### config.mk
export PLATFORM = sky130hd
export DESIGN_NAME = rupt_sequencer
export DESIGN_NICKNAME = d
export VERILOG_FILES = /design/src/rtl/rupt_sequencer.sv
export SDC_FILE = /design/constraint.sdc
export NUM_CORES = 1
export LEC_CHECK = 0
export CAP_MARGIN = 0
export CORE_MARGIN = 3
export CORE_UTILIZATION = 40
export CTS_CLUSTER_DIAMETER = 60
export DETAILED_ROUTE_END_ITERATION = 10
export MAX_ROUTING_LAYER = met4
export PLACE_DENSITY = 0.81
export SETUP_SLACK_MARGIN = 0.15
export SYNTH_ARGS = -nofsm -noshare
export SYNTH_HDL_FRONTEND = slang
export SYNTH_SLANG_ARGS = --single-unit
### constraint.sdc
create_clock -name clock -period 2.3 [get_ports clock]
set_clock_uncertainty 0.15 [all_clocks]
set_input_delay 0.345 -clock clock [delete_from_list [all_inputs] [get_ports clock]]
set_output_delay 0.345 -clock clock [all_outputs]
set_load 0.01 [all_outputs]
### src/rtl/rupt_sequencer.sv
// Interrupt arbiter and entry sequencer: latches requests, waits for a legal
// instruction boundary, then flushes decode, saves ZRUPT and redirects fetch.
module rupt_sequencer #(
  parameter int          N_RUPT   = 10,
  parameter logic [11:0] VEC_BASE = 12'o4000
) (
  input  logic              clock,
  input  logic              reset,
  input  logic [N_RUPT-1:0] rupt_req,
  input  logic              inhint,
  input  logic              relint,
  input  logic              resume,
  input  logic              extend_pend,
  input  logic              index_pend,
  input  logic              ovf_a,
  input  logic              stall,
  input  logic              valid_D,
  input  logic [11:0]       pc_D,
  output logic              flush,
  output logic              stall_F,
  output logic              save_en,
  output logic [11:0]       save_pc,
  output logic              vec_valid,
  output logic [11:0]       vec_pc,
  output logic              in_rupt,
  output logic [N_RUPT-1:0] pending,
  output logic [3:0]        active_id
);

  typedef enum logic [1:0] {IDLE, FLUSH, VECTOR, SERVE} state_t;

  state_t            state, state_next;
  logic              inhibit;
  logic              eligible;
  logic              take;
  logic [3:0]        grant_id;
  logic [N_RUPT-1:0] grant_clr;

  // Lowest pending index wins; scanning downward leaves the lowest one last.
  always_comb begin
    grant_id  = '0;
    grant_clr = '0;
    for (int i = N_RUPT - 1; i >= 0; i--) begin
      if (pending[i]) begin
        grant_id  = 4'(i);
        grant_clr = '0;
        grant_clr[i] = 1'b1;
      end
    end
  end

  assign eligible = (|pending) & ~inhibit & ~in_rupt & ~extend_pend & ~index_pend
                    & ~ovf_a & ~stall & valid_D;

  always_comb begin
    state_next = state;
    take       = 1'b0;
    flush      = 1'b0;
    stall_F    = 1'b0;
    save_en    = 1'b0;
    vec_valid  = 1'b0;
    vec_pc     = '0;
    in_rupt    = 1'b0;
    case (state)
      IDLE: begin
        if (eligible) begin
          take       = 1'b1;
          state_next = FLUSH;
        end
      end
      FLUSH: begin
        flush      = 1'b1;
        stall_F    = 1'b1;
        save_en    = 1'b1;
        in_rupt    = 1'b1;
        state_next = VECTOR;
      end
      VECTOR: begin
        vec_valid  = 1'b1;
        vec_pc     = VEC_BASE + {6'd0, active_id, 2'b00} + 12'd4;
        in_rupt    = 1'b1;
        state_next = SERVE;
      end
      SERVE: begin
        in_rupt = 1'b1;
        if (resume) state_next = IDLE;
      end
      default: state_next = IDLE;
    endcase
  end

  // A request arriving in the same cycle its bit is granted stays pending.
  // Decode is flushed outside IDLE, so INHINT/RELINT only count in IDLE.
  always_ff @(posedge clock) begin
    if (reset) begin
      state     <= IDLE;
      pending   <= '0;
      inhibit   <= 1'b1;
      active_id <= '0;
      save_pc   <= '0;
    end else begin
      state   <= state_next;
      pending <= (pending & ~(take ? grant_clr : '0)) | rupt_req;
      if (state == IDLE) begin
        if (inhint)      inhibit <= 1'b1;
        else if (relint) inhibit <= 1'b0;
      end
      if (take) begin
        active_id <= grant_id;
        save_pc   <= pc_D;
      end
    end
  end

endmodule

Yosys cells after proc, flatten, opt, wreduce, memory -nomap -nowiden
Index checks and enable logic that the tools add are counted.
{ "word_totals": {"reg_bits": 29, "latch_bits": 0, "mem_bits_rw": 0, "rom_bits": 0, "out_inout_bits": 43, "word_cells": 66, "n_memories": 0} }
{ "classes": {"add_sub_neg": 2, "multipliers": 0, "n_div": 0, "n_lt_le_gt_ge": 0, "n_eq_ne": 5, "n_shift": 0, "mux": 32, "bitwise_logic": 16, "n_reduce_logical": 6} }
{ "ops": {"columns": ["operator", "count"], "rows": [
  ["10-bit two-way mux", 11],
  ["4-bit two-way mux", 10],
  ["12-bit by 3-bit adder with 12-bit output (second input constant)", 1],
  ["12-bit by 6-bit adder with 12-bit output (first input constant)", 1],
  ["12-bit two-way mux", 1],
  ["10-bit AND", 1],
  ["10-bit inverter", 1],
  ["10-bit bitwise OR", 1],
  ["10-bit OR reduction", 1],
  ["2-bit one-hot mux with 4 select lines", 1],
  ["1-bit AND", 7],
  ["1-bit two-way mux", 7],
  ["1-bit inverter", 6],
  ["2-bit == test (second input constant)", 2],
  ["2-bit two-way mux", 2],
  ["2-bit != test (second input constant)", 2],
  ["2-bit AND reduction", 2],
  ["3-bit OR reduction", 1],
  ["2-bit by 1-bit == test with 1-bit output (second input constant)", 1],
  ["2-bit zero test", 1],
  ["2-bit nonzero test", 1]
]} }

Logic depth before layout (Yosys ltp)
Gate-level depths: netlist of the first run.
{ "logic_depth": {"word_depth": 16, "depth_mapped": 9, "depth_no_buf": 7} }

Worst setup path before layout of the first run
Ideal clock, no wire load.
{ "synth_timing": {"path_kind": "flip-flop to flip-flop", "startpoint": "register pending[2]", "endpoint": "register save_pc[3]", "setup_time_ps": 139, "arrival_ps": 1645, "required_time_ps": 2011, "path_slack_ps": 366, "stages_incl_launch_ff": 8, "n_path_buf": 2, "period_less_slack_ps": 1934, "cell_sequence": "dfxtp_1 > or4_4 > nand3b_4 > and3_1 > buf_4 > buf_12 > nand2_2 > a21oi_2"} }
{ "synth_between": {"elab_chain_len": 10} }
{ "synth_rtl": {"columns": ["item", "line_no", "text"], "rows": [
  ["start, declared", "26", "output logic [N_RUPT-1:0] pending,"],
  ["start signal, assigned", "103", "pending <= (pending & ~(take ? grant_clr : '0)) | rupt_req;"],
  ["10-bit OR reduction", "52", "assign eligible = (|pending) & ~inhibit & ~in_rupt & ~extend_pend & ~index_pend"],
  ["1-bit AND (4 in a row)", "52", null],
  ["1-bit AND (3 in a row)", "53", "& ~ovf_a & ~stall & valid_D;"],
  ["1-bit two-way mux", "66", "if (eligible) begin"],
  ["1-bit two-way mux", "64", "case (state)"],
  ["end signal, assigned", "110", "save_pc <= pc_D;"],
  ["end, declared", "22", "output logic [11:0] save_pc,"]
]} }
No other way between the ends.
A chain may end at the register's enable or synchronous reset.

Worst setup path after layout of the first run
{ "layout_timing": {"startpoint": "register state[0]", "endpoint": "output port vec_pc[2]"} }
{ "layout_between": {"elab_chain_len": 2} }
{ "layout_rtl": {"columns": ["item", "line_no", "text"], "rows": [
  ["start, declared", "32", "state_t state, state_next;"],
  ["start signal, assigned", "102", "state <= state_next;"],
  ["2-bit == test", "64", null],
  ["12-bit two-way mux", "64", null],
  ["end, declared", "24", "output logic [11:0] vec_pc,"]
]} }
No other way between the ends.

==> results by stage, run 1 <==
Power:
- The static power due to leakage is 0.991 nW.
- The total power draw is 1.21 mW.
- In this run the power spent charging and discharging nets is 0.326 mW.
- The part of the total power dissipated in combinational logic is 22.5%.
- The relative contribution of sequential cells to total power is 45.4%.
- The switching part of the total is 26.8%.
- The clock network accounts for 32.1% of the total power.
- The total power divided by cell area is 516 nW/µm².
- VDD sags by at most 352 µV.
- The internal power of the cells totals 0.889 mW.

Drt:
- For this run, design rule violations remaining after detail routing come to 0.
- For this block, the routed nets add up to 3580 µm of wire.
- The first TritonRoute pass finished after 4 iterations.
- The total vias in the final route is 1,404.
- The via-per-instance ratio is 4.91.
- The average routed wire per standard cell is 12.5 µm.
- The number of nets still failing antenna checks after routing is 0.
- The detailed router finished its first iteration with 62 violations.

Synthesis:
- sky130_fd_sc_hd__dfxtp_1 takes more of the synthesized area than any other cell.
- The post-synthesis instance area is 1490 µm².
- The share of the synthesized area in the top cell type is 39.0%.
- The commonest cells after synthesis are sky130_fd_sc_hd__dfxtp_1 (29), sky130_fd_sc_hd__nand2_1 (18), sky130_fd_sc_hd__nor2_1 (14).
- The mean instance size in the synthesized netlist is 8.92 µm².
- For this run, the number of Yosys warnings is 0.
- After technology mapping, the gate count stands at 167.
- The share of synthesized area occupied by flip-flops and latches is 39.0%.
- After synthesis, the share of flip-flops with an asynchronous set or reset is 0%.
- The synthesized design contains 29 register bits.
- Among all cell types in the netlist, the one instantiated most often is sky130_fd_sc_hd__dfxtp_1.
- Among all flip-flop cells after synthesis, the most frequent one is sky130_fd_sc_hd__dfxtp_1.
- The count of distinct cell types in the synthesized netlist is 42.
- Yosys mapped a number of flops with a built-in enable equal to 0.
- Sorting the synthesized cells by area gives the leading types as sky130_fd_sc_hd__dfxtp_1 (39%), sky130_fd_sc_hd__a21oi_2 (5.9%), sky130_fd_sc_hd__buf_4 (5.0%).

Global routing:
- The largest net degree at the start of global routing is 23.
- The number of global-route vias before repair was 1,309.
- The overall track demand over capacity in global routing is 16.8%.
- For this run the aggregate overflow at the end of global routing stands at 0.
- The first global-routing pass estimated 5640 µm of wire.
- The number of antenna violations at the first check in global routing was 0.

Clock tree:
- TritonCTS built the clock tree.
- The total clock buffers created by CTS is 5.
- At the later pin of the worst-skew pair, clock insertion delay measures 0.28 ns.
- Buffers inserted to repair hold after CTS numbered 0.
- Counting along the longest clock path gives a buffer depth of 2.
- The H-tree generated during clock tree synthesis spans 2 levels.
- The clock root buffer master is sky130_fd_sc_hd__clkbuf_8.
- CTS saw 29 sinks.
- The clock transition at the register clock pins on the worst setup and hold paths after CTS is 0.06 ns.

STA:
- The clock period minus worst slack is 2.06 ns.
- The number of hold violations in the final report came to 0.
- Based on the critical path, the design can be clocked at up to 485 MHz.
- The headroom to the max-slew limit is 66.3%.
- Setup repair after global routing left no endpoint under its margin.
- For the pin with the worst max-slew slack, the measured transition is 0.502 ns.
- The period utilization is 89.7%.
- The number of failing setup endpoints in the final timing report is 0.
- Once routing completed, OpenROAD measured the worst setup slack at 0.237 ns.
- The max-slew violation total from the final report was 0.

Placement:
- The count of input and output buffers is 68.
- Prior to clock tree synthesis, the placed netlist has a worst setup slack of -0.0907 ns.
- The placer congestion estimate is 0.759.
- The HPWL after detailed placement is 2660 µm.

Flow run:
- Max-cap violations in this run came to 0.

Setup path:
- Walking the worst path, the cells encountered are inv_2 > ha_4 > nor2b_1 > clkdlybuf4s50_1.
- For the worst flop-to-flop path, the logic depth is 5.
- The critical path launch point is state[0]$_SDFFE_PP0P_.
- The cell type of the slowest stage on the worst timing path is sky130_fd_sc_hd__clkdlybuf4s50_1.
- In this run the worst path has a maximum fanout of 8.
- The endpoint arrival time on the critical path is 1.57 ns.
- The capture point of the worst reg-to-reg path is pending[3]$_SDFF_PP0_.
- The number of buffers and inverters on the critical path is 2.
- The number of logic stages on the critical path including buffering is 4.
- STA puts the critical path data required time at 1.80 ns.
- The reg-to-reg critical path startpoint is pending[2]$_SDFF_PP0_.
- STA classifies the critical path startpoint as a flop.
- In this design, the stage delay of the slowest critical-path cell is 0.54 ns.
- The category of the critical setup timing path is flop to output port.
- The worst-case register-to-register setup slack is 0.29 ns.
- In this run the worst setup path terminates at vec_pc[2].
- The category of cells accounting for the largest share of critical-path delay is buffers and inverters.
- STA classifies the critical path endpoint as an output port.

Outcome:
- The run finished with clean final reports.

Layout:
- The number of inserted filler cells in the final layout is 284.
- Relative to the synthesized area, the layout overhead comes to 58.1%.
- The multi-input combinational cells in the finished layout cover a total of 815 µm².
- At the end of the flow, the number of nets in the layout was 277.
- 0 antenna diodes ended up in the layout.
- Measured on the finished design, the core utilization comes to 67.9%.
- In the final layout, the share of cells above drive strength 1 is 21.3%.
- In the final layout, flip-flops and latches occupy 588 µm².

Floorplanning:
- Measured along the x axis, the die boundary spans 67.0 µm.
- The die covers 4490 µm².
- The starting utilization of the core area is 43.0%.
- The chip height is 67.0 µm.
- The area of the placeable core is 3470 µm².
- The number of placement rows is 21.
- The top-level port count is 75.

Min path:
- The path category of the worst min-delay check is flop to flop.
==> worst register-to-register path, cell delays in order (launching register included) <==
cell	delay, ns
sky130_fd_sc_hd__dfxtp_1	0.36
sky130_fd_sc_hd__or4_4	0.57
sky130_fd_sc_hd__nand3b_4	0.19
sky130_fd_sc_hd__and3_1	0.25
sky130_fd_sc_hd__buf_12	0.17
sky130_fd_sc_hd__a311oi_2	0.23
==> power groups by stage <==
stage	registers (mW)	clock network (mW)	logic [mW]
finish	0.551	0.390	0.274
global route	0.554	0.424	0.300
CTS	0.551	0.400	0.278
detailed placement	0.561	0	0.273
global placement	0.559	0	0.268
floorplan	0.563	0	0.141
==> layout make-up <==
cell class / count / share of cell area, %
Timing Repair Buffer: 76 / 33.4
Sequential cell: 29 / 25.0
Inverter: 8 / 1.27
Clock buffer: 8 / 3.40
Multi-Input combinational cell: 119 / 34.6
Tap cell: 46 / 2.44
==> stage by stage <==
step,cells,hold slack [ns],setup TNS (ns),cell area [µm²]
CTS,285,0.307,0,2300
detailed placement,277,0.300,-1.68,2210
finish,286,0.312,0,2360
global placement,277,0.299,-0.753,2210
global route,286,0.338,0,2360
floorplan,172,0.312,0,1510
==> sequential cells by signal (all words and copies together), names as in the netlist <==
| name | cells |
|---|---|
| save_pc | 12 |
| state | 2 |
| active_id | 4 |
| inhibit | 1 |
| pending | 10 |
==> routing by layer <==
metal / vias up / track usage, % / share of wire (%)
met2: 53 / 27.5 / 49
met1: 647 / 19.8 / 42
li1: 699 / - / -
met4: 0 / 6.08 / 1.0
met5: - / - / 0
met3: 5 / 4.38 / 7.3
==> cells by family after synthesis <==
kind of cell	count (synthesis)	synth area share, %
XOR/XNOR	2	1.18
buffers and inverters	24	9.82
multiplexers	1	0.672
other	1	0.252
flip-flops	29	39.0
AO/OA/AOI/OAI	35	17.3
AND/OR/NAND/NOR	69	26.8
adder cells (fa/ha/maj)	6	5.04
==> cells in the final DEF (no fill, tap or decap), drive strengths merged, types with 3 or more instances in the layout <==
master | Yosys | routed
a211oi | 3 | 3
a21oi | 22 | 22
and2 | 3 | 3
buf | 13 | 8
clkbuf | 3 | 8
clkdlybuf4s50 | 0 | 60
conb | 1 | 6
dfxtp | 29 | 29
dlymetal6s2s | 0 | 8
ha | 6 | 6
inv | 8 | 8
nand2 | 28 | 28
nor2 | 14 | 14
nor3 | 5 | 5
nor4 | 5 | 5
o21ai | 3 | 3
==> worst min-delay path by stage <==
stage                              from                       end  cells after the start
6_report       save_pc[10]$_SDFFE_PP0P_  save_pc[10]$_SDFFE_PP0P_                      2
3_3_place_gp   save_pc[11]$_SDFFE_PP0P_  save_pc[11]$_SDFFE_PP0P_                      2
2_1_floorplan               rupt_req[0]     pending[0]$_SDFF_PP0_                      2
4_1_cts        save_pc[10]$_SDFFE_PP0P_  save_pc[10]$_SDFFE_PP0P_                      2
5_1_grt        save_pc[10]$_SDFFE_PP0P_  save_pc[10]$_SDFFE_PP0P_                      2
3_5_place_dp   save_pc[10]$_SDFFE_PP0P_  save_pc[10]$_SDFFE_PP0P_                      2
==> repair_timing <==
action,CTS,global route
gates resized for setup,4,16
setup endpoints to repair,5,23
setup buffers,0,1
pin swaps,0,4
Note: power is estimated with default switching activity, not from simulation.
==> run 2, diff against run 1 <==
--- a/config.mk
+++ b/config.mk
@@ -5,9 +5,8 @@
 export SDC_FILE = /design/constraint.sdc
 export NUM_CORES = 1
 export LEC_CHECK = 0
-export CAP_MARGIN = 0
-export CORE_MARGIN = 3
 export CORE_UTILIZATION = 40
+export CTS_BUF_LIST = sky130_fd_sc_hd__clkbuf_16
 export CTS_CLUSTER_DIAMETER = 60
 export DETAILED_ROUTE_END_ITERATION = 10
 export MAX_ROUTING_LAYER = met4
==> run 2 against run 1 <==
- worst hold slack worse by 0.0014 ns
- die area is 12% lower
- register-to-register slack better by 0.02 ns
- combinational power hardly changed
- sequential power hardly changed
- design area is 0.90% higher
- clock power is 50% higher
- routed wire length is 4.0% lower
- sequential cell count stayed put
- via count is 2.4% lower
- critical endpoint unchanged
==> results by stage, run 2 (synthesis results as in run 1) <==
Power:
- The part of the total power dissipated in combinational logic is 19.3% (-3.2 points).
- The total power draw came to 1.41 mW (+16%).
- The switching power summed over all nets is 0.346 mW (+6.4%).
- The relative contribution of the clock network to total power was 41.5% (+9.4 points).
- The total power divided by cell area came to 593 nW/µm² (+15%).
- The internal power of the cells is 1.06 mW (+20%).
- The peak supply drop is 395 µV (+12%).
- The relative contribution of sequential cells to total power is 39.2% (-6.2 points).
- The static power due to leakage came to 0.977 nW (-1.4%).
- The switching part of the total is 24.6% (-2.2 points).

Clock tree:
- The clock root buffer master is sky130_fd_sc_hd__clkbuf_16.
- The TritonCTS sink count was 29 (unchanged).
- The number of setup buffers added after CTS is 0 (unchanged).
- TritonCTS built the clock tree.
- The number of buffers added to fix hold violations after cts is 0 (unchanged).
- The deepest clock path buffer count is 2 (unchanged).
- The clock transition at the register clock pins on the worst setup and hold paths after CTS is 0.05 ns (about the same).
- The total clock buffers created by CTS is 5 (unchanged).
- The clock latency of the later-clocked register in the worst-skew pair is 0.27 ns (about the same).
- The number of H-tree levels was 2 (unchanged).

Setup path:
- The critical path launch point type is a flop.
- The capture point of the worst reg-to-reg path is pending[3]$_SDFF_PP0_.
- The worst setup path is captured at an output port.
- The worst setup path is of the flop to output port kind.
- The endpoint arrival time on the critical path came to 1.57 ns (about the same).
- The data required time of the critical path is 1.80 ns (about the same).
- The delay of the slowest cell on the worst path is 0.54 ns (about the same).
- The largest driver fanout on the critical path is 8 (unchanged).
- The worst register-to-register path begins at pending[2]$_SDFF_PP0_.
- The worst-case register-to-register setup slack came to 0.31 ns (+0.02 ns).
- The cell type of the slowest stage on the worst timing path is sky130_fd_sc_hd__clkdlybuf4s50_1.
- The number of buffers and inverters on the critical path came to 2 (unchanged).
- The number of cells on the worst reg-to-reg path is 5 (unchanged).
- Walking the worst path, the cells encountered are inv_2 > ha_4 > nor2b_1 > clkdlybuf4s50_1.
- The number of logic stages on the critical path including buffering was 4 (unchanged).
- The critical path launch point is state[0]$_SDFFE_PP0P_.
- Grouping stages by cell kind, the critical path spends the most delay in buffers and inverters.
- The most critical setup path has its endpoint at vec_pc[2].

STA:
- Setup repair after global routing left no endpoint under its margin.
- The clock period minus worst slack is 2.07 ns (+0.00507 ns).
- The period utilization was 89.9% (+0.22 points).
- The highest achievable clock rate is 484 MHz (-0.25%).
- The number of hold violations in the final report came to 0 (unchanged).
- The number of failing setup endpoints in the final timing report is 0 (unchanged).
- The max-slew violation total from the final report came to 0 (unchanged).

Drt:
- The via-per-instance ratio is 4.81 (-2.0%).
- The average routed wire per standard cell is 12.0 µm (-3.6%).
- The total vias in the final route is 1,371 (-2.4%).
- The sum of routed wire length over all layers came to 3430 µm (-4.0%).
- The DRC violation count after routing is 0 (unchanged).
- The number of nets still failing antenna checks after routing came to 0 (unchanged).
- The first-pass detailed-route iteration total is 4 (unchanged).
- The number of DRC violations after detailed-routing iteration 0 is 36 (-42%).

Flow run:
- The max-capacitance violation count is 0 (unchanged).

Layout:
- The library cell used most frequently in the layout, excluding fill and tap cells, is sky130_fd_sc_hd__clkdlybuf4s50_1.
- The number of inserted filler cells in the final layout was 287 (+1.1%).
- The utilization after layout was 69.1% (+1.1 points).
- The final net count is 277 (unchanged).
- The register bank with the most flops is save_pc.
- In the final layout, the registers with the most flip-flops are save_pc x12, pending x10, active_id x4.
- The ratio of cells with drive above 1 in the final layout is 20.5% (-0.75 points).
- The number of flip-flops under the largest register name is 12 (unchanged).
- The area growth from synthesis to layout is 59.5%.
- The count of inserted antenna diode cells is 0 (unchanged).
- The top cell types in the final layout, fill and taps aside, are sky130_fd_sc_hd__clkdlybuf4s50_1 (62), sky130_fd_sc_hd__dfxtp_1 (25), sky130_fd_sc_hd__nand2_1 (18).

Floorplanning:
- The area of the placeable core is 3440 µm² (-0.76%).
- The width of the die was 63.0 µm (-6.0%).
- The starting utilization of the core area is 43.3% (+0.33 points).
- The top-level port count was 75 (unchanged).
- The number of placement rows is 21 (unchanged).
- The total die area is 3970 µm² (-12%).
- The chip height was 63.0 µm (-6.0%).

Global routing:
- The largest net degree at the start of global routing is 23 (unchanged).
- The overall track demand over capacity in global routing is 18.7% (+1.8 points).
- The number of antenna violations at the first check in global routing is 0 (unchanged).
- The wire length of the first global-routing pass was 5710 µm (+1.2%).
- The final global-route overflow total is 0 (unchanged).
- The number of global-route vias before repair came to 1,256 (-4.0%).

Min path:
- The worst hold path belongs to the class flop to flop.

Outcome:
- The run finished with clean final reports.

Placement:
- The placer congestion estimate is 0.736 (-3.1%).
- The count of input and output buffers was 68 (unchanged).
- The half-perimeter wire length of the detailed placement result is 2440 µm (-8.5%).
==> run 2: how the worst min path moves through the flow <==
stage / cells after the start / start / endpoint / slack [ns]
after floorplan: 2 / rupt_req[0] / pending[0]$_SDFF_PP0_ / 0.31
after global placement: 2 / save_pc[11]$_SDFFE_PP0P_ / save_pc[11]$_SDFFE_PP0P_ / 0.30
after detailed placement: 2 / save_pc[10]$_SDFFE_PP0P_ / save_pc[10]$_SDFFE_PP0P_ / 0.31
after CTS: 2 / save_pc[10]$_SDFFE_PP0P_ / save_pc[10]$_SDFFE_PP0P_ / 0.32
after global routing: 2 / save_pc[10]$_SDFFE_PP0P_ / save_pc[10]$_SDFFE_PP0P_ / 0.32
final: 2 / save_pc[10]$_SDFFE_PP0P_ / save_pc[10]$_SDFFE_PP0P_ / 0.31
==> run 2: layer usage <==
layer	global-route usage, %	wire, µm	vias up
li1	-	-	699
met1	21.0	1480	620
met2	30.5	1700	48
met3	6.02	215	4
met4	6.98	34	0
met5	-	0	-
==> run 2: through the flow <==
step	area (µm²)	setup TNS (ns)	worst slack (ns)	hold slack, ns	cells
floorplan	1510	0	0.366	0.312	172
global route	2380	0	0.179	0.325	285
detailed placement	2200	-1.54	-0.0967	0.309	278
finish	2380	0	0.232	0.310	285
CTS	2350	0	0.125	0.317	285
global placement	2200	-0.889	-0.0644	0.301	278
==> run 2: cell type report <==
class / count / area, µm² / area share (%)
flip-flops and latches: 29 / 586 / 24.6
well taps: 46 / 57.6 / 2.42
inverters: 8 / 30.0 / 1.26
multi-input cells: 119 / 803 / 33.8
clock inverters: 2 / 7.51 / 0.316
clock buffers: 5 / 125 / 5.26
repair buffers: 76 / 768 / 32.3
==> run 2: worst reg2reg max path: cells and delay by family, from the launching register on <==
kind / cells / cell delay [ns]
compound gates: 1 / 0.23
buf+inv: 1 / 0.18
flops: 1 / 0.36
simple gates: 3 / 0.99
==> run 2: what timing repair did <==
item	in CTS	in global routing
gates resized for setup	3	12
endpoints found under the hold margin	0	0
setup endpoints to repair	5	27
pin swaps	0	4
==> run 2: power groups by stage <==
stage	Clock (mW)	Combinational (mW)	Sequential, mW
2_1_floorplan	0	0.141	0.563
3_3_place_gp	0	0.268	0.560
3_5_place_dp	0	0.270	0.561
4_1_cts	0.596	0.275	0.552
5_1_grt	0.619	0.296	0.556
6_report	0.584	0.272	0.553
==> run 3, diff against run 2 <==
--- a/config.mk
+++ b/config.mk
@@ -5,13 +5,14 @@
 export SDC_FILE = /design/constraint.sdc
 export NUM_CORES = 1
 export LEC_CHECK = 0
+export CAP_MARGIN = 30
+export CORE_MARGIN = 2
 export CORE_UTILIZATION = 40
 export CTS_BUF_LIST = sky130_fd_sc_hd__clkbuf_16
 export CTS_CLUSTER_DIAMETER = 60
 export DETAILED_ROUTE_END_ITERATION = 10
 export MAX_ROUTING_LAYER = met4
 export PLACE_DENSITY = 0.81
-export SETUP_SLACK_MARGIN = 0.15
 export SYNTH_ARGS = -nofsm -noshare
 export SYNTH_HDL_FRONTEND = slang
 export SYNTH_SLANG_ARGS = --single-unit
==> run 3 against run 2 <==
- sequential cell count stayed put
- sequential share of layout area shrank 0.068 points
- clock power rose by 3.8%
- first-iteration DRC count increased by 94%
- worst hold slack worse by 0.0035 ns
- global-route usage fell by 0.73 points
- design area is 0.58% lower
- die area up 6.4%
- largest power group unchanged
==> results by stage, run 3 (synthesis results as in run 1) <==
Setup path:
- The number of cells on the worst reg-to-reg path is 5 (unchanged).
- The data required time of the critical path is 1.80 ns (about the same).
- The capture point of the worst reg-to-reg path is pending[3]$_SDFF_PP0_.
- The largest driver fanout on the critical path is 5 (-3).
- The worst setup path is launched from a flop.
- The kind of end point of the critical path is an output port.
- The category of the critical setup timing path is flop to output port.
- The startpoint identified for the worst register-to-register timing path is pending[3]$_SDFF_PP0_.
- The worst-case register-to-register setup slack was 0.31 ns (about the same).
- The endpoint arrival time on the critical path is 1.69 ns (+0.12 ns).

Floorplanning:
- The width of the die is 65.0 µm (+3.2%).
- The number of placement rows was 22 (+4.8%).
- The total die area is 4230 µm² (+6.4%).
- The area of the placeable core came to 3630 µm² (+5.6%).
- The starting utilization of the core area is 41.0% (-2.3 points).
- The top-level port count is 75 (unchanged).
- The chip height came to 65.0 µm (+3.2%).

Layout:
- The final net count was 278 (+0.36%).
- The largest registers in the layout are save_pc x12, pending x10, active_id x4.
- More flip-flops sit in one register than any other, and that register is save_pc.
- The count of inserted antenna diode cells is 0 (unchanged).
- The number of inserted filler cells in the final layout is 311 (+8.4%).
- In the layout the commonest cells are sky130_fd_sc_hd__clkdlybuf4s50_1 (68), sky130_fd_sc_hd__dfxtp_1 (29), sky130_fd_sc_hd__nand2_1 (18).
- The final design area excluding fillers is 2360 µm² (-0.58%).
- The growth of design area from synthesis to finish is 58.6%.
- The commonest non-fill, non-tap cell in the layout is sky130_fd_sc_hd__clkdlybuf4s50_1.
- The number of flip-flops under the largest register name is 12 (unchanged).
- The ratio of cells with drive above 1 in the final layout is 18.3% (-2.2 points).
- The utilization after layout is 65.0% (-4.0 points).

STA:
- The setup TNS is 0 ns (unchanged).
- The max-slew violation total from the final report was 0 (unchanged).
- The headroom to the max-slew limit is 65.2%.
- The number of failing setup endpoints in the final timing report is 0 (unchanged).
- The period utilization came to 95.1% (+5.2 points).
- Setup repair after global routing left no endpoint under its margin.
- The highest achievable clock rate is 457 MHz (-5.5%).
- The pin slew with the least headroom to its limit is 0.517 ns.
- The clock period minus worst slack was 2.19 ns (+0.120 ns).
- The number of hold violations in the final report is 0 (unchanged).

Min path:
- The number of cells on the worst hold path is 2 (unchanged).
- The path class of the tightest hold or removal check is flop to flop.
- The origin of the worst min-delay path is save_pc[11]$_SDFFE_PP0P_.
- For hold timing, the worst endpoint is save_pc[11]$_SDFFE_PP0P_.

Drt:
- The average routed wire per standard cell came to 11.9 µm (-0.84%).
- The first-pass detailed-route iteration total is 4 (unchanged).
- The DRC violation count after routing came to 0 (unchanged).
- The number of DRC violations after detailed-routing iteration 0 is 70 (+94%).
- The sum of routed wire length over all layers is 3450 µm (+0.55%).
- The total vias in the final route is 1,375 (+0.29%).
- The via-per-instance ratio came to 4.76 (-1.1%).
- The number of nets still failing antenna checks after routing is 0 (unchanged).

Clock tree:
- The clock transition at the register clock pins on the worst setup and hold paths after CTS was 0.05 ns (about the same).
- The number of setup buffers added after CTS came to 0 (unchanged).
- The deepest clock path buffer count is 2 (unchanged).
- The TritonCTS sink count came to 29 (unchanged).
- The number of H-tree levels is 2 (unchanged).
- TritonCTS built the clock tree.
- The clock latency of the later-clocked register in the worst-skew pair came to 0.27 ns (about the same).
- The number of buffers added to fix hold violations after cts was 0 (unchanged).
- The total clock buffers created by CTS was 5 (unchanged).
- The count of cells resized by post-cts repair was 0 (-3).
- The clock root buffer master is sky130_fd_sc_hd__clkbuf_16.

Global routing:
- The final global-route overflow total is 0 (unchanged).
- The wire length of the first global-routing pass is 5690 µm (-0.25%).
- The largest net degree at the start of global routing is 15 (-35%).
- The number of antenna violations at the first check in global routing came to 0 (unchanged).
- The number of global-route vias before repair is 1,298 (+3.3%).
- The overall track demand over capacity in global routing was 17.9% (-0.73 points).

Flow run:
- The max-capacitance violation count is 0 (unchanged).

Power:
- The total power draw was 1.43 mW (+1.6%).
- The peak supply drop is 350 µV (-11%).
- The static power due to leakage was 0.904 nW (-7.5%).
- The total power divided by cell area is 605 nW/µm² (+2.1%).

Outcome:
- The flow ran to the end, and the final reports show no timing, DRC or antenna violations.

Placement:
- The placer congestion estimate is 0.754 (+2.5%).
- The cell area reported after detailed placement is 2210 µm² (+0.45%).
- The count of input and output buffers is 68 (unchanged).
- The half-perimeter wire length of the detailed placement result is 2620 µm (+7.5%).
## run 3: changes by cell type in the layout (fill, tap and decap cells not counted)
cell and delta:
sky130_fd_sc_hd__buf_4 +1, sky130_fd_sc_hd__nor4_2 -1, sky130_fd_sc_hd__clkinv_1 +1, sky130_fd_sc_hd__nor4_1 +1, sky130_fd_sc_hd__dlymetal6s2s_1 -6, sky130_fd_sc_hd__clkdlybuf4s50_1 +6
sky130_fd_sc_hd__ha_1 +1, sky130_fd_sc_hd__dfxtp_2 -4, sky130_fd_sc_hd__inv_2 -1, sky130_fd_sc_hd__ha_2 -1, sky130_fd_sc_hd__clkinv_2 +1, sky130_fd_sc_hd__dfxtp_1 +4
## run 3: how the worst max path moves through the flow
stage,to,slack [ns],startpoint,depth (start not counted)
6_report,vec_pc[4],0.11,active_id[0]$_SDFFE_PP0P_,4
5_1_grt,save_pc[10]$_SDFFE_PP0P_,0.005,index_pend,7
4_1_cts,vec_pc[6],0.04,state[0]$_SDFFE_PP0P_,4
3_5_place_dp,save_pc[10]$_SDFFE_PP0P_,-0.15,index_pend,7
3_3_place_gp,save_pc[10]$_SDFFE_PP0P_,-0.08,index_pend,7
2_1_floorplan,save_pc[3]$_SDFFE_PP0P_,0.37,pending[2]$_SDFF_PP0_,7
## run 3: critical path, stage by stage (launching register included)
cell and delay, ns:
sky130_fd_sc_hd__dfxtp_1 0.42, sky130_fd_sc_hd__ha_1 0.21, sky130_fd_sc_hd__xor2_1 0.13, sky130_fd_sc_hd__and2_1 0.13
sky130_fd_sc_hd__clkdlybuf4s50_1 0.53
## run 3: metrics by stage
stage               hold WS, ns  worst slack (ns)  std cells
floorplan                 0.312             0.366        172
CTS                       0.310            0.0355        289
detailed placement        0.303            -0.146        281
global route              0.335           0.00540        289
finish                    0.307             0.112        289
global placement          0.299           -0.0760        281
## run 3: area by class of cell
type / count / area, µm² / share of cell area (%)
clock buffers: 5 / 125 / 5.29
clock inverters: 3 / 12.5 / 0.529
inverters: 8 / 30.0 / 1.27
multi-input cells: 119 / 795 / 33.6
flip-flops and latches: 29 / 581 / 24.6
well taps: 48 / 60.1 / 2.54
repair buffers: 77 / 761 / 32.2
## run 3: metal layers
| metal | GRT usage, % | wire (µm) | vias to the layer above |
|---|---|---|---|
| li1 | - | - | 702 |
| met1 | 19.1 | 1470 | 619 |
| met2 | 30.0 | 1650 | 47 |
| met3 | 7.12 | 287 | 7 |
| met4 | 6.77 | 48 | 0 |
| met5 | - | 0 | - |
## run 3: power breakdown
part	switching (mW)	leakage (nW)	internal, mW	total, mW
sequential	0.0240	0.237	0.525	0.549
combinational	0.121	0.598	0.155	0.276
clock	0.217	0.0687	0.390	0.606
total	0.362	0.904	1.07	1.43
==> patch 1, RTL diff (settings of run 1) <==
The parameter `N_RUPT` goes from 10 to 5.
--- a/src/rtl/rupt_sequencer.sv
+++ b/src/rtl/rupt_sequencer.sv
@@ -2,5 +2,5 @@
 // instruction boundary, then flushes decode, saves ZRUPT and redirects fetch.
 module rupt_sequencer #(
-  parameter int          N_RUPT   = 10,
+  parameter int          N_RUPT   = 5,
   parameter logic [11:0] VEC_BASE = 12'o4000
 ) (
Interface: changed (resized pending and rupt_req); port bits go from 75 to 65. No check against the original RTL was run, so the function may have changed too.
==> patch 1 against run 1 <==
Worst setup slack improved by 0.0078 ns; largest cell class is now buffers; total power decreased by 32%; count of clock-buffer cells in the layout decreased by 4; cell count decreased by 26%; global-route usage decreased by 0.55 points; register-to-register slack got worse by 0.03 ns; sequential cell count decreased by 6; largest power group unchanged; final area decreased by 23%; routed wire length decreased by 23%; synthesized area decreased by 24%.
==> patch 1: results (changes against run 1) <==
| Metric | Value |
|---|---|
| Register bit total from synthesis | 23 (-21%) |
| GRT met1 Usage | 18.0% (-1.8 points) |
| FF/Latch Area | 465 um2 (-21%) |
| Post-Synth Adder-Cell Area | 6.59% (+1.5 points) |
| Relative slew slack | 66.9% (+0.62 points) |
| Non-clk buf share | 37.5% (+4.2 points) |
| RePlAce Congestion | 0.798 (+5.0%) |
| Pin count of the biggest net entering global routing | 15 (-35%) |
| NumNets Final | 216 (-22%) |
| NetSw | 0.218 mW (-33%) |
| IO Port Bufs | 56 (-18%) |
| Outcome | finished, final reports clean |
| Power per cell area | 455 nW/um2 (-12%) |
| CTS Buf Count | 3 (-2) |
| Area contributors post-synth | dfxtp_1 40%, mux2i_1 11%, buf_4 7.9% |
| Switching Share | 26.5% (-0.26 points) |
| CTS H-tree depth | 1 (-1) |
| Portion of netlist area occupied by mux cells | 11.4% (+11 points) |
| VDD IR max | 0.474 mV (+35%) |
| Worst skew pair latency | 0.30 ns (+0.02 ns) |
| Layout fillers | 205 (-28%) |
| Dpl ws | -0.0105 ns (+0.0802 ns) |
| HPWL Detailed | 2110 um (-21%) |
| Comb power frac | 25.7% (+3.2 points) |
| Distinct cell type count of the synthesized netlist | 30 (-29%) |
| Global Route met2 Usage | 27.5% (-0.028 points) |
| First-pass GRT wire length | 4310 um (-24%) |
| Multi-input logic area | 568 um2 (-30%) |
| Global-route track usage on met3 | 4.14% (-0.25 points) |
| LEAKAGE | 0.882 nW (-11%) |
| Share of layout cells above drive strength 1 | 13.2% (-8.1 points) |
| Seq. pwr | 0.431 mW (-22%) |
| Endpoint of the worst hold path | inhibit |
| Post-synthesis sequential area ratio | 40.4% (+1.4 points) |
| Top post-synthesis cells by count | 23 x dfxtp_1, 15 x nor2_1, 13 x mux2i_1, 12 x buf_4, 9 x a21oi_1 |
| Post-DP Area | 1680 um2 (-24%) |
| Final WL | 2740 um (-23%) |
| Via Count | 1,012 (-28%) |
| R2r setup slk | 0.26 ns (-0.03 ns) |
| Biggest regs | save_pc: 12 flops, pending: 5 flops, active_id: 3 flops |
| Hold path startpoint | inhibit |
| Gr usage total | 16.3% (-0.55 points) |
| Clock-cell share of area | 1.46% (-1.9 points) |
[patch 1: changes by cell type in the layout (fill, tap and decap cells not counted), sizes merged, moves of 5 or more]
cell           change
clkdlybuf4s50      -8
a21oi             -13
dfxtp              -6
nand2             -24
mux2i             +12
nor4               -5
[patch 1: critical path: stages, from the launching register on]
cell and delay (ns):
dfxtp_2 0.39, inv_2 0.07, ha_1 0.21, inv_1 0.05, clkdlybuf4s50_1 0.53
[patch 1: worst max-delay path by stage]
stage	from	end	slack, ns	depth (start not counted)
after floorplan	state[0]	pending[3]	0.40	7
after global placement	index_pend	active_id[1]	0.07	5
after detailed placement	index_pend	active_id[1]	-0.01	5
after CTS	state[1]	in_rupt	0.14	4
after global routing	state[0]	active_id[0]	0.13	8
final	state[0]	in_rupt	0.25	4
[patch 1: kinds of logic after synthesis]
group,after synthesis
compound gates,18
xor+xnor,1
fa+ha+maj,6
buf+inv,24
flops,23
mux,13
other cells,1
simple gates,33
[patch 1: metal layers]
| metal | vias to the layer above | routed length, um | part of all wire (%) |
|---|---|---|---|
| met1 | 461 | 1040 | 38 |
| met5 | - | 0 | 0 |
| li1 | 507 | - | - |
| met4 | 0 | 34 | 1.2 |
| met3 | 4 | 226 | 8.2 |
| met2 | 40 | 1440 | 53 |
[patch 1: repair_timing]
action	in CTS	in global routing
setup buffers	1	6
resized for setup	6	6
cloned	0	0
endpoints found under the setup margin	4	14
pin swaps	0	1
[patch 1: metrics by stage]
stage	instances	TNS [ns]
2_1_floorplan	126	0
3_3_place_gp	201	0
3_5_place_dp	201	-0.0105
4_1_cts	206	0
5_1_grt	212	0
6_report	212	0
==> patch 2, RTL diff (config.mk and constraints of run 1) <==
Made on the original files. Re-encode `state_t` (4 states) as Gray code, 2 bits wide.
--- a/src/rtl/rupt_sequencer.sv
+++ b/src/rtl/rupt_sequencer.sv
@@ -28,5 +28,5 @@
 );
 
-  typedef enum logic [1:0] {IDLE, FLUSH, VECTOR, SERVE} state_t;
+  typedef enum logic [1:0] {IDLE = 2'b00, FLUSH = 2'b01, VECTOR = 2'b11, SERVE = 2'b10} state_t;
 
   state_t            state, state_next;
Behaviour: same outputs for any inputs over 10 cycles, from zero or initial values and one cycle with reset high; not proved beyond that.
==> patch 2 against run 1 <==
Worst setup slack about the same; sequential cell count unchanged; final area decreased by 6.0%; synthesized area decreased by 7.8%; routed wire length decreased by 1.0%; combinational power decreased by 36%; total power decreased by 17%; critical endpoint is now vec_pc[5]; largest cell class is now buffers; largest power group unchanged.
==> patch 2: results (changes against run 1) <==
| Metric | Value |
|---|---|
| Vias in the first global route | 1,288 (-1.6%) |
| Worst hold slack | 0.320 ns (+0.00804 ns) |
| Area contributors post-synth | dfxtp_1 42%, a21oi_2 6.4%, buf_4 6.0% |
| Share of layout cells above drive strength 1 | 22.2% (+0.93 points) |
| Outcome | finished, final reports clean |
| Worst Tran Pin Value | 0.499 ns (-0.00331 ns) |
| Tcrit/Tclk final | 89.7% (about the same) |
| Worst path top cell family by delay | buffers and inverters |
| Crit. Startpoint | active_id[2] |
| Worst skew pair latency | 0.33 ns (+0.05 ns) |
| Post-DP Area | 2120 um2 (-4.0%) |
| Dpl ws | 0.131 ns (+0.222 ns) |
| Final WL | 3540 um (-1.0%) |
| First-pass GRT wire length | 5600 um (-0.62%) |
| # placed instances | 275 (-0.72%) |
| Clock Tree Root | clkbuf_4 |
| Top post-synthesis cells by count | 29 x dfxtp_1, 20 x nand2_1, 18 x nor2_1, 13 x a21oi_1, 11 x buf_4 |
| Pin count of the biggest net entering global routing | 22 (-4.3%) |
| VDD IR max | 0.317 mV (-10%) |
| Final std cells w/o fill | 283 (-1.0%) |
| Layout fillers | 274 (-3.5%) |
| Vias per cell | 4.94 (+0.70%) |
| RePlAce Congestion | 0.690 (-9.2%) |
| Gr usage total | 17.6% (+0.80 points) |
| Worst-path fanout max | 5 (-3) |
| Post-Syn Area per Cell | 8.48 um2 (-5.0%) |
| Setup crit end | vec_pc[5] |
| NumNets Final | 272 (-1.8%) |
==> patch 2: logic make-up (layout without fill, tap and decap cells) <==
logic type	Yosys count	in the layout	share of synthesized area, %
other cells	1	6	0.273
buf+inv	23	95	9.93
compound gates	33	33	18.8
fa+ha+maj	1	1	0.911
simple gates	73	73	26.6
flops	29	29	42.3
xor+xnor	2	2	1.28
==> patch 2: how the worst min path moves through the flow <==
stage	start	endpoint	slack [ns]
after floorplan	rupt_req[0]	pending[0]	0.31
after global placement	save_pc[11]	save_pc[11]	0.30
after detailed placement	save_pc[10]	save_pc[10]	0.30
after CTS	save_pc[10]	save_pc[10]	0.32
after global routing	save_pc[10]	save_pc[10]	0.34
final	save_pc[11]	save_pc[11]	0.32
==> patch 2: tightest hold or removal path, delay by kind of cell, from the launching register on <==
family,cells,cell delay (ns)
compound gates,1,0.06
flops,1,0.32
simple gates,1,0.05
==> patch 2: per-layer routing <==
layer / part of all wire [%] / global-route usage (%) / vias to the layer above
li1: - / - / 696
met3: 7.6 / 5.89 / 5
met1: 41 / 20.4 / 644
met5: 0 / - / -
met4: 1.2 / 7.12 / 0
met2: 50 / 28.1 / 54
==> patch 2: power breakdown <==
part	leakage, nW	total, mW	internal, mW	switching [mW]
registers	0.240	0.527	0.516	0.0112
clock network	0.0314	0.310	0.144	0.166
logic	0.590	0.176	0.102	0.0735
==> patch 2: repair_timing <==
item | 4_1_cts | 5_1_grt
resized for setup | 3 | 9
pin swaps | 1 | 1
endpoints found under the setup margin | 16 | 25
buffers inserted | 0 | 1
==> patch 2: final cells by class <==
cell class                      count  area [um2]  share of cell area (%)
Timing Repair Buffer               81         795                    35.9
Multi-Input combinational cell    115         697                    31.5
Sequential cell                    29         587                    26.5
Inverter                            7        26.3                    1.19
Clock buffer                        7        55.1                    2.49
Tap cell                           44        55.1                    2.49
